## config.mk

```make
export PLATFORM = sky130hd
export DESIGN_NAME = fir_sequencer
export DESIGN_NICKNAME = d
export VERILOG_FILES = /design/src/rtl/fir_pkg.sv /design/src/rtl/fir_sequencer.sv
export SDC_FILE = /design/constraint.sdc
export NUM_CORES = 1
export LEC_CHECK = 0
export ABC_AREA = 1
export BUFFER_PORTS_ARGS = -buffer_cell sky130_fd_sc_hd__buf_2
export CORE_AREA = 10 10 47 49
export CTS_CLUSTER_DIAMETER = 60
export CTS_CLUSTER_SIZE = 14
export DETAILED_ROUTE_END_ITERATION = 12
export DIE_AREA = 0 0 57 59
export GPL_TIMING_DRIVEN = 0
export HOLD_SLACK_MARGIN = 0.05
export PLACE_DENSITY = 0.87
export SLEW_MARGIN = 20
export SYNTH_ARGS = -nofsm -noshare
export SYNTH_HDL_FRONTEND = slang
export SYNTH_SLANG_ARGS = --single-unit
```

## constraint.sdc

```tcl
create_clock -name clk -period 3.93 [get_ports clk]
set_input_delay 0 -clock clk [delete_from_list [all_inputs] [get_ports clk]]
set_output_delay 0 -clock clk [all_outputs]
set_load 0.02 [all_outputs]
```

## src/rtl/fir_pkg.sv

```systemverilog
// fir_pkg: op codes, sequencer states and register-file indices shared by the FIR control path.
package fir_pkg;
  typedef enum logic [2:0] {
    OP_NOP    = 3'b000,
    OP_COPY   = 3'b001,
    OP_LOAD_S = 3'b010,
    OP_LOAD_C = 3'b011,
    OP_ADD    = 3'b100,
    OP_SUB    = 3'b101,
    OP_MUL    = 3'b110
  } op_t;
  typedef enum logic [3:0] {
    IDLE, LOADC, STORE, SH4, SH3, SH2, SH1,
    MUL1, MUL2, ADD2, MUL3, ADD3, MUL4, ADD4, EIDLE
  } state_t;
  localparam logic [3:0] R_ACC   = 4'd0;
  localparam logic [3:0] R_SAMP1 = 4'd1;
  localparam logic [3:0] R_SAMP2 = 4'd2;
  localparam logic [3:0] R_SAMP3 = 4'd3;
  localparam logic [3:0] R_SAMP4 = 4'd4;
  localparam logic [3:0] R_COEF0 = 4'd5;
  localparam logic [3:0] R_COEF1 = 4'd6;
  localparam logic [3:0] R_COEF2 = 4'd7;
  localparam logic [3:0] R_COEF3 = 4'd8;
  localparam logic [3:0] R_TMP_S = 4'd9;
  localparam logic [3:0] R_TMP_P = 4'd10;
endpackage

```

## src/rtl/fir_sequencer.sv

```systemverilog
// fir_sequencer: control FSM sequencing coefficient loads, sample shift and the 4-tap MAC
// on an external register-file datapath.
module fir_sequencer
  import fir_pkg::*;
(
  input  logic       clk,
  input  logic       n_reset,
  input  logic       data_ready,
  input  logic       load_coeff,
  input  logic [1:0] coefficient_num,
  input  logic       overflow,
  output logic       cnt_up,
  output logic       clear,
  output logic       modwait,
  output logic [2:0] op,
  output logic [3:0] src1,
  output logic [3:0] src2,
  output logic [3:0] dest,
  output logic       err
);
  state_t state_q, state_d;
  logic   modwait_q;
  op_t    op_c;
  always_ff @(posedge clk or negedge n_reset) begin
    if (!n_reset) begin
      state_q   <= IDLE;
      modwait_q <= 1'b0;
    end else begin
      state_q   <= state_d;
      modwait_q <= !(state_d inside {IDLE, EIDLE});
    end
  end
  always_comb begin
    state_d = state_q;
    op_c    = OP_NOP;
    src1    = 4'd0;
    src2    = 4'd0;
    dest    = 4'd0;
    cnt_up  = 1'b0;
    clear   = 1'b0;
    case (state_q)
      IDLE, EIDLE: state_d = load_coeff ? LOADC : data_ready ? STORE : state_q;
      LOADC: begin
        op_c    = OP_LOAD_C;
        dest    = R_COEF0 + {2'b00, coefficient_num};
        clear   = coefficient_num == 2'd3;
        state_d = IDLE;
      end
      // a sample withdrawn during STORE is an error and is not counted
      STORE: begin
        op_c    = OP_LOAD_S;
        dest    = R_TMP_S;
        cnt_up  = data_ready;
        state_d = data_ready ? SH4 : EIDLE;
      end
      SH4: begin
        op_c    = OP_COPY;
        src1    = R_SAMP3;
        dest    = R_SAMP4;
        state_d = SH3;
      end
      SH3: begin
        op_c    = OP_COPY;
        src1    = R_SAMP2;
        dest    = R_SAMP3;
        state_d = SH2;
      end
      SH2: begin
        op_c    = OP_COPY;
        src1    = R_SAMP1;
        dest    = R_SAMP2;
        state_d = SH1;
      end
      SH1: begin
        op_c    = OP_COPY;
        src1    = R_TMP_S;
        dest    = R_SAMP1;
        state_d = MUL1;
      end
      MUL1: begin
        op_c    = OP_MUL;
        src1    = R_SAMP1;
        src2    = R_COEF0;
        dest    = R_ACC;
        state_d = MUL2;
      end
      MUL2: begin
        op_c    = OP_MUL;
        src1    = R_SAMP2;
        src2    = R_COEF1;
        dest    = R_TMP_P;
        state_d = ADD2;
      end
      ADD2: begin
        op_c    = OP_ADD;
        src1    = R_ACC;
        src2    = R_TMP_P;
        dest    = R_ACC;
        state_d = overflow ? EIDLE : MUL3;
      end
      MUL3: begin
        op_c    = OP_MUL;
        src1    = R_SAMP3;
        src2    = R_COEF2;
        dest    = R_TMP_P;
        state_d = ADD3;
      end
      ADD3: begin
        op_c    = OP_ADD;
        src1    = R_ACC;
        src2    = R_TMP_P;
        dest    = R_ACC;
        state_d = overflow ? EIDLE : MUL4;
      end
      MUL4: begin
        op_c    = OP_MUL;
        src1    = R_SAMP4;
        src2    = R_COEF3;
        dest    = R_TMP_P;
        state_d = ADD4;
      end
      ADD4: begin
        op_c    = OP_ADD;
        src1    = R_ACC;
        src2    = R_TMP_P;
        dest    = R_ACC;
        state_d = overflow ? EIDLE : IDLE;
      end
      default: state_d = IDLE;
    endcase
  end
  assign op      = op_c;
  assign modwait = modwait_q;
  assign err     = state_q == EIDLE;
endmodule

```

==> reports/results.txt <==
Total GRT Usage: 11.2%
Final setup fails: 0
Worst IR drop on VDD: 0.000417 V
Clock share of power: 7.2%
PortBufs: 25
WP data arrival: 1.66 ns
H-tree lvl count: 1
DRC errors left: 0
Layout overhead on the synthesized area: 29.1%
Placed wire-length estimate: 1690 um
Hold Fails Final Rpt: 0
Yosys cell types: 14
Crit path required time: 3.93 ns
Crit path from: state_q[1]$_DFF_PN0_
CP Class: flop to primary output
Post-placement cell count: 162
# rows: 14
Slew HR: 74.5%
Most common cell after layout, fill and taps aside: nand2_1
R2r startpoint: state_q[1]$_DFF_PN0_
Netlist Area Pre-Place: 623 sq um
Drt initial violations: 42
Cts bufs inserted: 3
Area of the multi-input gates: 423 sq um
Pint: 310 uW
First-pass GRT wire length: 3210 um
Sequential share of power: 13.6%
Worst-Margin Slew: 0.381 ns
CP max stage cell: dfrtp_1
Hold Crit Class: input pin to async pin
Clock root cell: clkbuf_4
Post-Route WL: 1960 um
Detailed Routing Iterations Pass 1: 4
Crit-path max cell delay: 0.45 ns
Vias in the first global route: 853
Final Max Slew Viols: 0
Clk buf depth: 2
Initial antenna violation count: 0
Pwr/cell area: 984 mW/mm^2
Clock sink total: 5
Hold_ws: 0.100 ns
Crit-path cells: inv_1 > nand2_1 > nor2_1 > inv_1 > o211ai_1 > buf_2
Syn Inst Count: 121
Final nets: 160
Leakage power: 0.559 nW
Unrepaired setup endpoints after global routing: no
Chip width: 57 um
Via density: 5.14
Status: finished, final reports clean
CP max FO: 7
Startpoint types: flop
Share of cells above drive strength 1: 20.5%
Tcrit/Tclk final: 42.3%
GRT overflow: 0
Setup tns final: 0 ns
Wire length per cell: 11.7 um
DRT antenna net count: 0
Sequential fraction of the synthesis area: 20.1%
Fill cells: 158
Core area: 0.00140 sq mm
Combinational share of power: 79.2%
F_max: 602 MHz
Antenna cell count: 0
Net load switching power: 482 uW
Switch share: 60.9%
Synth Warn #: 0
Worst-Skew Late Latency: 0.24 ns
Crit end category: primary output
Avg Cell Area, Syn: 5.15 sq um
Most frequent cells in the layout: nand2_1, nor2_1, buf_2
Number of max-cap violations: 0
# IOs: 26
Clk pin slew, worst setup/hold paths: 0.04 ns
Reg area: 125 sq um
CTS tree: done
Die height: 59 um
Yosys reg bits: 5
Minimum clock period: 1.66 ns
CP most frequent cell: inv_1
Net Count, Synth: 129
Via Count: 859
Die area: 0.00336 sq mm
Routability cong.: 0.976
Largest net degree at the start of global routing: 9
Starting density of the core: 44.5%
Final Non-Filler Cells: 167
Clock Skew: 0.000251 ns
timing repair:
item,CTS,global route
resized for setup,0,0
hold buffers,1,0
endpoints found under the hold margin,5,0
buffers inserted,0,0
power by group through the flow:
| stage | logic, mW | clock network (mW) | registers, mW |
|---|---|---|---|
| finish | 0.627 | 0.0566 | 0.108 |
| global route | 0.697 | 0.0613 | 0.110 |
| CTS | 0.629 | 0.0602 | 0.106 |
| detailed placement | 0.627 | 0 | 0.106 |
| global placement | 0.613 | 0 | 0.106 |
| floorplan | 0.446 | 0 | 0.105 |
registers in the layout, summed over array words and instances (netlist names):
| name | flops |
|---|---|
| state_q | 4 |
| modwait | 1 |
stage by stage:
| step | utilization, % | worst slack (ns) | cell area (sq um) | power, mW |
|---|---|---|---|---|
| final | 57.4 | 2.27 | 805 | 0.791 |
| after global routing | 57.4 | 2.15 | 805 | 0.868 |
| after CTS | 57.4 | 2.28 | 805 | 0.795 |
| after detailed placement | 54.8 | 2.38 | 768 | 0.733 |
| after global placement | 54.8 | 2.40 | 768 | 0.719 |
| after floorplan | - | 2.52 | 623 | 0.551 |
logic make-up after synthesis:
group / Yosys count / share of synthesized area, %
and+or+nand+nor: 85 / 55.0
DFF: 5 / 20.1
AOI/OAI and AO/OA: 11 / 10.8
buffers and inverters: 19 / 12.0
adders and majority gates: 1 / 2.01
final timing paths:
| kind | to | slack, ns | cells past startpoint |
|---|---|---|---|
| setup / recovery | dest[0] | 2.27 | 6 |
| hold / removal | modwait$_DFF_PN0_ | 0.10 | 2 |
| setup reg to reg | modwait$_DFF_PN0_ | 2.35 | 9 |
| hold reg to reg | state_q[3]$_DFF_PN0_ | 0.81 | 4 |
| max in group asynchronous | state_q[1]$_DFF_PN0_ | 3.70 | 2 |
| min in group clk | state_q[1]$_DFF_PN0_ | 0.16 | 4 |
synth_stat cells:
master / number / share of area (%)
a21oi_1: 5 / 4.0
and2_1: 1 / 1.0
buf_4: 1 / 1.2
dfrtp_1: 5 / 20
ha_1: 1 / 2.0
inv_1: 17 / 10
inv_2: 1 / 0.60
nand2_1: 44 / 27
nand3_1: 13 / 10
nand4_1: 1 / 1.0
nor2_1: 25 / 15
nor2_2: 1 / 1.0
o211ai_1: 5 / 6.0
o21ai_0: 1 / 0.80
worst max-delay path, delay by kind of cell, from the launching register on:
| kind | cells | cell delay (ns) |
|---|---|---|
| flops | 1 | 0.45 |
| buf+inv | 3 | 0.45 |
| simple gates | 2 | 0.39 |
| compound gates | 1 | 0.15 |
cell type report:
cell class,instances,area share [%]
Tap cell,16,2.49
Multi-Input combinational cell,97,52.6
Timing Repair Buffer,26,16.8
Buffer,1,0.933
Clock buffer,4,3.27
Inverter,18,8.40
Sequential cell,5,15.6
routing by layer:
layer	track usage (%)	share of wire (%)	up-vias
li1	-	-	438
met1	11.5	41	364
met2	19.7	46	57
met3	3.43	13	0
met4	6.71	0	0
met5	0	0	-
Power figures use the tool's default switching activity.
